$ cat config.mk
export PLATFORM = sky130hd
export DESIGN_NAME = mem_port_arbiter
export DESIGN_NICKNAME = d
export VERILOG_FILES = /design/src/rtl/mem_arb_pkg.sv /design/src/rtl/mem_arb_pick.sv /design/src/rtl/mem_port_arbiter.sv
export SDC_FILE = /design/constraint.sdc
export NUM_CORES = 1
export LEC_CHECK = 0
export CORE_MARGIN = 3
export CORE_UTILIZATION = 40
export CTS_CLUSTER_SIZE = 20
export DETAILED_ROUTE_END_ITERATION = 10
export GPL_TIMING_DRIVEN = 1
export PLACE_DENSITY_LB_ADDON = 0.08
export SLEW_MARGIN = 20
export SYNTH_ARGS = -nofsm -noshare
export SYNTH_HDL_FRONTEND = slang
export SYNTH_SLANG_ARGS = --single-unit
$ cat constraint.sdc
create_clock -name clk -period 4.57 [get_ports clk]
set_clock_uncertainty 0.05 [all_clocks]
set_input_delay 0.914 -clock clk [delete_from_list [all_inputs] [get_ports clk]]
set_output_delay 0.914 -clock clk [all_outputs]
set_load 0.02 [all_outputs]
$ cat src/rtl/mem_arb_pkg.sv
// Shared types and constants for the unified-memory port arbiter.
// Optional feature macro: ARB_ROUND_ROBIN_EN (see mem_arb_pick).
package mem_arb_pkg;

  typedef enum logic [1:0] {
    ST_IDLE   = 2'd0,
    ST_ACCESS = 2'd1,
    ST_DONE   = 2'd2
  } state_e;

  typedef enum logic {
    OWN_IF = 1'b0,
    OWN_D  = 1'b1
  } owner_e;

  localparam int unsigned LAT_MIN = 1;
  localparam int unsigned LAT_MAX = 15;
  localparam int unsigned CNT_W   = 4;

  // Out-of-range latencies are clamped so the counter always fits CNT_W bits.
  function automatic logic [CNT_W-1:0] cnt_init(input int unsigned lat);
    int unsigned l;
    l = (lat < LAT_MIN) ? LAT_MIN : ((lat > LAT_MAX) ? LAT_MAX : lat);
    return CNT_W'(l - 1);
  endfunction

endpackage

$ cat src/rtl/mem_arb_pick.sv
// Combinational winner selection between IF and D requesters.
// ARB_ROUND_ROBIN_EN: alternate on contention; otherwise fixed D-over-IF.
module mem_arb_pick
  import mem_arb_pkg::*;
(
  input  logic   if_req_i,
  input  logic   d_req_i,
  input  owner_e last_owner_i,
  output logic   grant_valid_o,
  output owner_e grant_owner_o
);

  always_comb begin
    grant_valid_o = if_req_i | d_req_i;
    grant_owner_o = OWN_IF;
`ifdef ARB_ROUND_ROBIN_EN
    if (if_req_i && d_req_i) begin
      grant_owner_o = (last_owner_i == OWN_D) ? OWN_IF : OWN_D;
    end else if (d_req_i) begin
      grant_owner_o = OWN_D;
    end
`else
    if (d_req_i) begin
      grant_owner_o = OWN_D;
    end
`endif
  end

`ifndef ARB_ROUND_ROBIN_EN
  logic unused_last_owner;
  assign unused_last_owner = (last_owner_i == OWN_D);
`endif

endmodule

$ cat src/rtl/mem_port_arbiter.sv
// Arbitrates IF and D requesters onto one single-ported memory with fixed latency.
// Optional ARB_ROUND_ROBIN_EN adds a last_owner register for fair contention.
module mem_port_arbiter
  import mem_arb_pkg::*;
#(
  parameter int unsigned ADDR_W  = 32,
  parameter int unsigned DATA_W  = 32,
  parameter int unsigned LATENCY = 2
) (
  input  logic              clk,
  input  logic              reset,
  input  logic              if_req,
  input  logic [ADDR_W-1:0] if_addr,
  output logic              if_ready,
  output logic [DATA_W-1:0] if_rdata,
  input  logic              d_req,
  input  logic              d_we,
  input  logic [ADDR_W-1:0] d_addr,
  input  logic [DATA_W-1:0] d_wdata,
  output logic              d_ready,
  output logic [DATA_W-1:0] d_rdata,
  output logic [ADDR_W-1:0] mem_addr,
  output logic              mem_re,
  output logic              mem_we,
  output logic [DATA_W-1:0] mem_wdata,
  input  logic [DATA_W-1:0] mem_rdata,
  output logic              busy
);

  localparam logic [CNT_W-1:0] CNT_INIT = cnt_init(LATENCY);

  state_e            state_q, state_d;
  logic [CNT_W-1:0]  cnt_q, cnt_d;
  owner_e            owner_q, owner_d;
  logic [ADDR_W-1:0] addr_q, addr_d;
  logic              we_q, we_d;
  logic [DATA_W-1:0] wdata_q, wdata_d;
  logic [DATA_W-1:0] rdata_q, rdata_d;

  logic   grant_valid;
  owner_e grant_owner;
  owner_e last_owner;

`ifdef ARB_ROUND_ROBIN_EN
  owner_e last_owner_q, last_owner_d;

  always_ff @(posedge clk) begin
    if (reset) last_owner_q <= OWN_IF;
    else       last_owner_q <= last_owner_d;
  end

  always_comb begin
    last_owner_d = last_owner_q;
    if (state_q == ST_IDLE && grant_valid) last_owner_d = grant_owner;
  end

  assign last_owner = last_owner_q;
`else
  assign last_owner = OWN_IF;
`endif

  mem_arb_pick u_pick (
    .if_req_i      (if_req),
    .d_req_i       (d_req),
    .last_owner_i  (last_owner),
    .grant_valid_o (grant_valid),
    .grant_owner_o (grant_owner)
  );

  always_ff @(posedge clk) begin
    if (reset) begin
      state_q <= ST_IDLE;
      cnt_q   <= '0;
      owner_q <= OWN_IF;
      addr_q  <= '0;
      we_q    <= 1'b0;
      wdata_q <= '0;
      rdata_q <= '0;
    end else begin
      state_q <= state_d;
      cnt_q   <= cnt_d;
      owner_q <= owner_d;
      addr_q  <= addr_d;
      we_q    <= we_d;
      wdata_q <= wdata_d;
      rdata_q <= rdata_d;
    end
  end

  always_comb begin
    state_d = state_q;
    cnt_d   = cnt_q;
    owner_d = owner_q;
    addr_d  = addr_q;
    we_d    = we_q;
    wdata_d = wdata_q;
    rdata_d = rdata_q;
    unique case (state_q)
      ST_IDLE: begin
        if (grant_valid) begin
          owner_d = grant_owner;
          cnt_d   = CNT_INIT;
          state_d = ST_ACCESS;
          if (grant_owner == OWN_D) begin
            addr_d  = d_addr;
            we_d    = d_we;
            wdata_d = d_wdata;
          end else begin
            addr_d = if_addr;
            we_d   = 1'b0;
          end
        end
      end
      ST_ACCESS: begin
        if (cnt_q == '0) begin
          rdata_d = mem_rdata;
          state_d = ST_DONE;
        end else begin
          cnt_d = cnt_q - CNT_W'(1);
        end
      end
      ST_DONE: state_d = ST_IDLE;
      default: state_d = ST_IDLE;
    endcase
  end

  always_comb begin
    mem_re   = 1'b0;
    mem_we   = 1'b0;
    if_ready = 1'b0;
    d_ready  = 1'b0;
    if (state_q == ST_ACCESS) begin
      mem_re = ~we_q;
      mem_we = we_q;
    end
    if (state_q == ST_DONE) begin
      if_ready = (owner_q == OWN_IF);
      d_ready  = (owner_q == OWN_D);
    end
  end

  assign mem_addr  = addr_q;
  assign mem_wdata = wdata_q;
  assign if_rdata  = rdata_q;
  assign d_rdata   = rdata_q;
  assign busy      = (state_q != ST_IDLE);

endmodule

==> qor.csv, run 1 <==
metric,value,unit
whs_path_depth,2,
start_kind,register,
swShare,33.22,%
synthCells,513,
drive_above_1_share,4.161,%
fin_setup_tns,0,ns
die_h,111.0,um
arrival,2.16,ns
cts_tree,yes,
pin_count,266,
power_frac_comb,34.4,%
clock.fmax,0.3205,GHz
finalSetupViolations,0,
initial_core_util,41.96,%
routedWlPerCell,15.97,um
ant_nets,0,
clockPowerShare,21.0,%
grt_use_total,21.69,%
totalWireLength,13.69,mm
diodes,0,
endpoint_kind,primary output,
drcViolationCount,0,
p_leak,0.002549,uW
irDropWorstVdd,195.3,uV
whs,0.4073,ns
rows,37,
antenna_found_initial,0,
outcome,completed,
gr-total-overflow,0,
finalCriticalPeriod,3.121,ns
die_area,12320,sq um
cts_made_buffers,9,
crit_type,reg -> out,
die_w,111.0,um
syn_area_per_cell,8.595,sq um
gp_congestion,0.7766,
grt_max_degree,104,
cts_sinks,104,
maxSlewHeadroom,29.52,%
cts_hold_buffers,0,
insertion_delay,0.34,ns
clk_pin_slew,0.10,ns
grt_pass1_vias,4347,
h-tree-depth,3,
cts_resized,0,
viasPerCell,5.153,
hpwl,10.10,mm
fin_crit_sh,68.28,%
worst_pin_slew,1.057,ns
p_sw,788.8,uW
r2r.worst_path.cells,5,
core-area,10510,sq um
first_pass_iters,4,
area_delta_synth_final,59.02,%
drtIter0Drc,225,
netlist_area,4409,sq um
p_per_area,338.6,nW/um^2
max-clock-path-buffers,2,
hold_class,reg -> reg,
p_int,1585,uW
p_seq_share,44.6,%
syn_nets,648,
ys_seq_elements,104,
cts_root_buf,clkbuf_8,
slew_violations,0,
port_buffers,265,
via_count,4416,
synth_cell_type_count,32,
drv_cap,0,
synth_warnings,0,
final-hold-violation-count,0,
nets,852,
worstPathRequired,3.61,ns
postCtsSetupRepairBufs,0,
crit_fanout,40,
ys_seq_area_share,47.22,%
rsz0062_at_grt,false,
grt_pass1_wl,22.25,mm
## layout by cell type (no fill, tap or decap), drive strengths merged, types with 2 or more instances in the layout
cell,instances
nor3b,3
a21oi,101
ha,2
clkdlybuf4s50,263
or4,2
mux2i,32
clkbuf,11
inv,6
nor2,5
o21ai,36
clkinvlp,3
nand2,65
nand3,32
or3b,2
or3,2
dfxtp,104
buf,9
a211oi,32
## cells by family after synthesis
| logic type | after synthesis | synth area share [%] |
|---|---|---|
| AO/OA/AOI/OAI | 174 | 21.94 |
| adder cells (fa/ha/maj) | 2 | 0.5674 |
| buffers and inverters | 84 | 10.64 |
| flip-flops | 104 | 47.22 |
| multiplexers | 32 | 7.265 |
| AND/OR/NAND/NOR | 117 | 12.37 |
## layout make-up
cell class              count  area, sq um
fillers                   866         3497
clock inverters             4        31.28
repair buffers            272         2705
flip-flops and latches    104         2082
well taps                 136        170.2
multi-input cells         325         1873
inverters                   5        18.77
clock buffers              11        131.4
## sequential cells by signal, summed over array words and instances, names as in the netlist
| register | count |
|---|---|
| mem_addr | 32 |
| mem_wdata | 32 |
| owner_q | 1 |
| we_q | 1 |
| state_q | 2 |
| d_rdata | 32 |
| cnt_q | 4 |
## worst max-delay path, stage by stage, from the launching register on
cell and delay, ns:
dfxtp_1 0.50, nand2b_2 0.44, nor2_1 0.24, clkdlybuf4s50_1 0.63
## per-stage QoR
stage	utilization, %	power (uW)	instance area, sq um	setup slack (ns)	std cells
2_1_floorplan	-	1516	4409	2.352	513
3_3_place_gp	64.96	1879	6827	1.879	840
3_5_place_dp	65.17	1901	6849	1.805	842
4_1_cts	66.72	2400	7012	1.414	857
5_1_grt	66.72	2507	7012	1.264	857
6_report	66.72	2374	7012	1.449	857
## cell usage after synthesis, drive strengths merged
master | count | area (sq um)
and2b | 1 | 7.510
or4 | 2 | 15.01
a211oi | 32 | 240.2
nor3b | 3 | 32.53
mux2i | 32 | 320.3
inv | 5 | 18.77
ha | 2 | 25.02
buf | 52 | 349.1
nand2 | 65 | 244.0
and3b | 1 | 8.760
nor3 | 1 | 5.000
and2 | 1 | 6.260
o221ai | 1 | 8.760
a21o | 1 | 7.510
or3b | 2 | 17.52
a21oi | 101 | 505.5
clkbuf | 27 | 101.4
a311oi | 1 | 8.760
dfxtp | 104 | 2082
a22oi | 1 | 7.510
or2 | 1 | 6.260
a221oi | 1 | 8.760
or3 | 2 | 12.51
nand2b | 1 | 8.760
o21ai | 36 | 180.2
nand3 | 32 | 160.2
nor2 | 5 | 21.27
## routing by layer
metal	track usage, %	vias to the layer above	routed length (um)
met1	25.53	2036	5288
met5	0	-	0
met2	37.26	185	6830
met3	6.496	25	1243
li1	-	2170	-
met4	7.964	0	324
## power groups by stage
stage | registers, uW | clock network [uW] | logic (uW)
3_5_place_dp | 1080 | 0 | 822
6_report | 1060 | 499 | 817
5_1_grt | 1070 | 554 | 881
2_1_floorplan | 1170 | 0 | 343
3_3_place_gp | 1070 | 0 | 805
4_1_cts | 1060 | 517 | 824
## final timing paths
path                         startpoint                    endpoint  slack, ns
max             state_q[0]$_SDFFE_PP0P_                      mem_re       1.45
min          mem_wdata[24]$_SDFFE_PP0P_  mem_wdata[24]$_SDFFE_PP0P_       0.41
max reg2reg       cnt_q[0]$_SDFFE_PP0P_       cnt_q[0]$_SDFFE_PP0P_       2.63
min reg2reg  mem_wdata[24]$_SDFFE_PP0P_  mem_wdata[24]$_SDFFE_PP0P_       0.41
Power figures use the tool's default switching activity.
==> inputs of run 2 (changes only) <==
--- a/config.mk
+++ b/config.mk
@@ -6,7 +6,7 @@
 export NUM_CORES = 1
 export LEC_CHECK = 0
 export CORE_MARGIN = 3
-export CORE_UTILIZATION = 40
+export CORE_UTILIZATION = 38
 export CTS_CLUSTER_SIZE = 20
 export DETAILED_ROUTE_END_ITERATION = 10
 export GPL_TIMING_DRIVEN = 1
==> constraint.sdc (replaced) <==
create_clock -name clk -period 3.05 [get_ports clk]
set_clock_uncertainty 0.05 [all_clocks]
set_input_delay 0.61 -clock clk [delete_from_list [all_inputs] [get_ports clk]]
set_output_delay 0.61 -clock clk [all_outputs]
set_load 0.02 [all_outputs]
==> run 2 against run 1 <==
Against the previous run: sequential share of layout area fell by 0.64 points; die area rose by 5.0%; register-to-register slack got worse by 1.5 ns; worst setup slack got worse by 0.83 ns; clock power rose by 130%; non-clock buffer count rose by 1; design area rose by 2.2%; final cell count rose by 0.70%; largest power group unchanged; core utilization fell by 2.0 points.
==> qor.csv, run 2 (same netlist as run 1, synthesis figures left out) <==
metric,value,unit
outcome,completed,
final-hold-violation-count,0,
final_common_cell,clkdlybuf4s50_1,
cts_tree,yes,
first_pass_iters,4,
drcViolationCount,0,
totalWireLength,13.83,mm
power_frac_comb,31.1,%
grt_max_degree,65,
gp_congestion,0.7832,
fin_crit_sh,79.81,%
start_kind,register,
rsz0062_at_grt,false,
cts_hold_buffers,0,
cts_made_buffers,9,
max-clock-path-buffers,2,
irDropWorstVdd,281.8,uV
maxSlewHeadroom,52.37,%
r2r_slack,1.08,ns
p_leak,0.002622,uW
crit_type,reg -> out,
p_seq_share,40.0,%
diodes,0,
cts_root_buf,clkbuf_16,
slew_violations,0,
cts_resized,0,
h-tree-depth,3,
viasPerCell,5.059,
area_delta_synth_final,62.54,%
postCtsSetupRepairBufs,0,
crit_fanout,7,
p_int,2741,uW
die_w,113.7,um
insertion_delay,0.33,ns
die_area,12930,sq um
nets,853,
clock.fmax,0.4108,GHz
hold_class,reg -> reg,
clk_pin_slew,0.07,ns
port_buffers,265,
p_per_area,551.8,nW/um^2
core-area,11080,sq um
clockPowerShare,28.9,%
fin_setup_tns,0,ns
most-common-layout-cells,"263 x clkdlybuf4s50_1, 104 x dfxtp_1, 101 x a21oi_1",
drtIter0Drc,247,
initial_core_util,39.80,%
post_layout_nonfiller_instances,863,
placed_cells,847,
worstPathRequired,2.39,ns
drive_above_1_share,4.426,%
routedWlPerCell,16.02,um
whs,0.4050,ns
die_h,113.7,um
gr-total-overflow,0,
grt_pass1_wl,21.47,mm
grt_pass1_vias,4246,
fill_cells,957,
hpwl,10.18,mm
cts_sinks,104,
via_count,4366,
worst_pin_slew,0.7144,ns
endpoint_kind,primary output,
rows,38,
finalCriticalPeriod,2.434,ns
p_sw,1214,uW
swShare,30.68,%
finalSetupViolations,0,
antenna_found_initial,0,
postLayoutCoreUtil,64.69,%
ant_nets,0,
arrival,1.77,ns
pin_count,266,
drv_cap,0,
grt_use_total,20.48,%
==> run 2: worst paths after layout <==
check                        startpoint                         end  cells after the start
min reg2reg  mem_wdata[10]$_SDFFE_PP0P_  mem_wdata[10]$_SDFFE_PP0P_                      2
min          mem_wdata[10]$_SDFFE_PP0P_  mem_wdata[10]$_SDFFE_PP0P_                      2
max             state_q[0]$_SDFFE_PP0P_                      mem_we                      3
max reg2reg       cnt_q[0]$_SDFFE_PP0P_       cnt_q[0]$_SDFFE_PP0P_                      5
==> run 2: final cells by class <==
| cell class | count | area [sq um] | share of cell area [%] |
|---|---|---|---|
| Clock inverter | 4 | 53.80 | 0.7507 |
| Tap cell | 140 | 175.2 | 2.444 |
| Inverter | 5 | 18.77 | 0.2619 |
| Timing Repair Buffer | 273 | 2718 | 37.92 |
| Clock buffer | 12 | 246.5 | 3.439 |
| Sequential cell | 104 | 2082 | 29.05 |
| Multi-Input combinational cell | 325 | 1873 | 26.13 |
==> run 2: power groups by stage <==
stage	Sequential (uW)	Clock [uW]	Combinational, uW
finish	1580	1140	1230
global route	1600	1230	1320
CTS	1580	1180	1240
detailed placement	1610	0	1240
floorplan	1760	0	514
global placement	1610	0	1220
==> run 2: layer usage <==
metal	vias up	track usage (%)	routed length (um)
met3	16	6.950	1321
met2	165	35.73	6878
met5	-	0	0
li1	2178	-	-
met1	2007	23.81	5425
met4	0	5.929	203
==> run 2: stage by stage <==
stage                     total power [uW]  setup WS, ns  instance area [sq um]
final                                 3955        0.6157                   7167
after global routing                  4158        0.5139                   7167
after CTS                             4000        0.6061                   7167
after detailed placement              2849        0.7176                   6867
after global placement                2825        0.7524                   6867
after floorplan                       2271         1.136                   4409
==> run 2: critical path: stages (launching register included) <==
cell	delay, ns
dfxtp_1	0.51
and2b_1	0.18
and2_1	0.12
clkdlybuf4s50_1	0.63
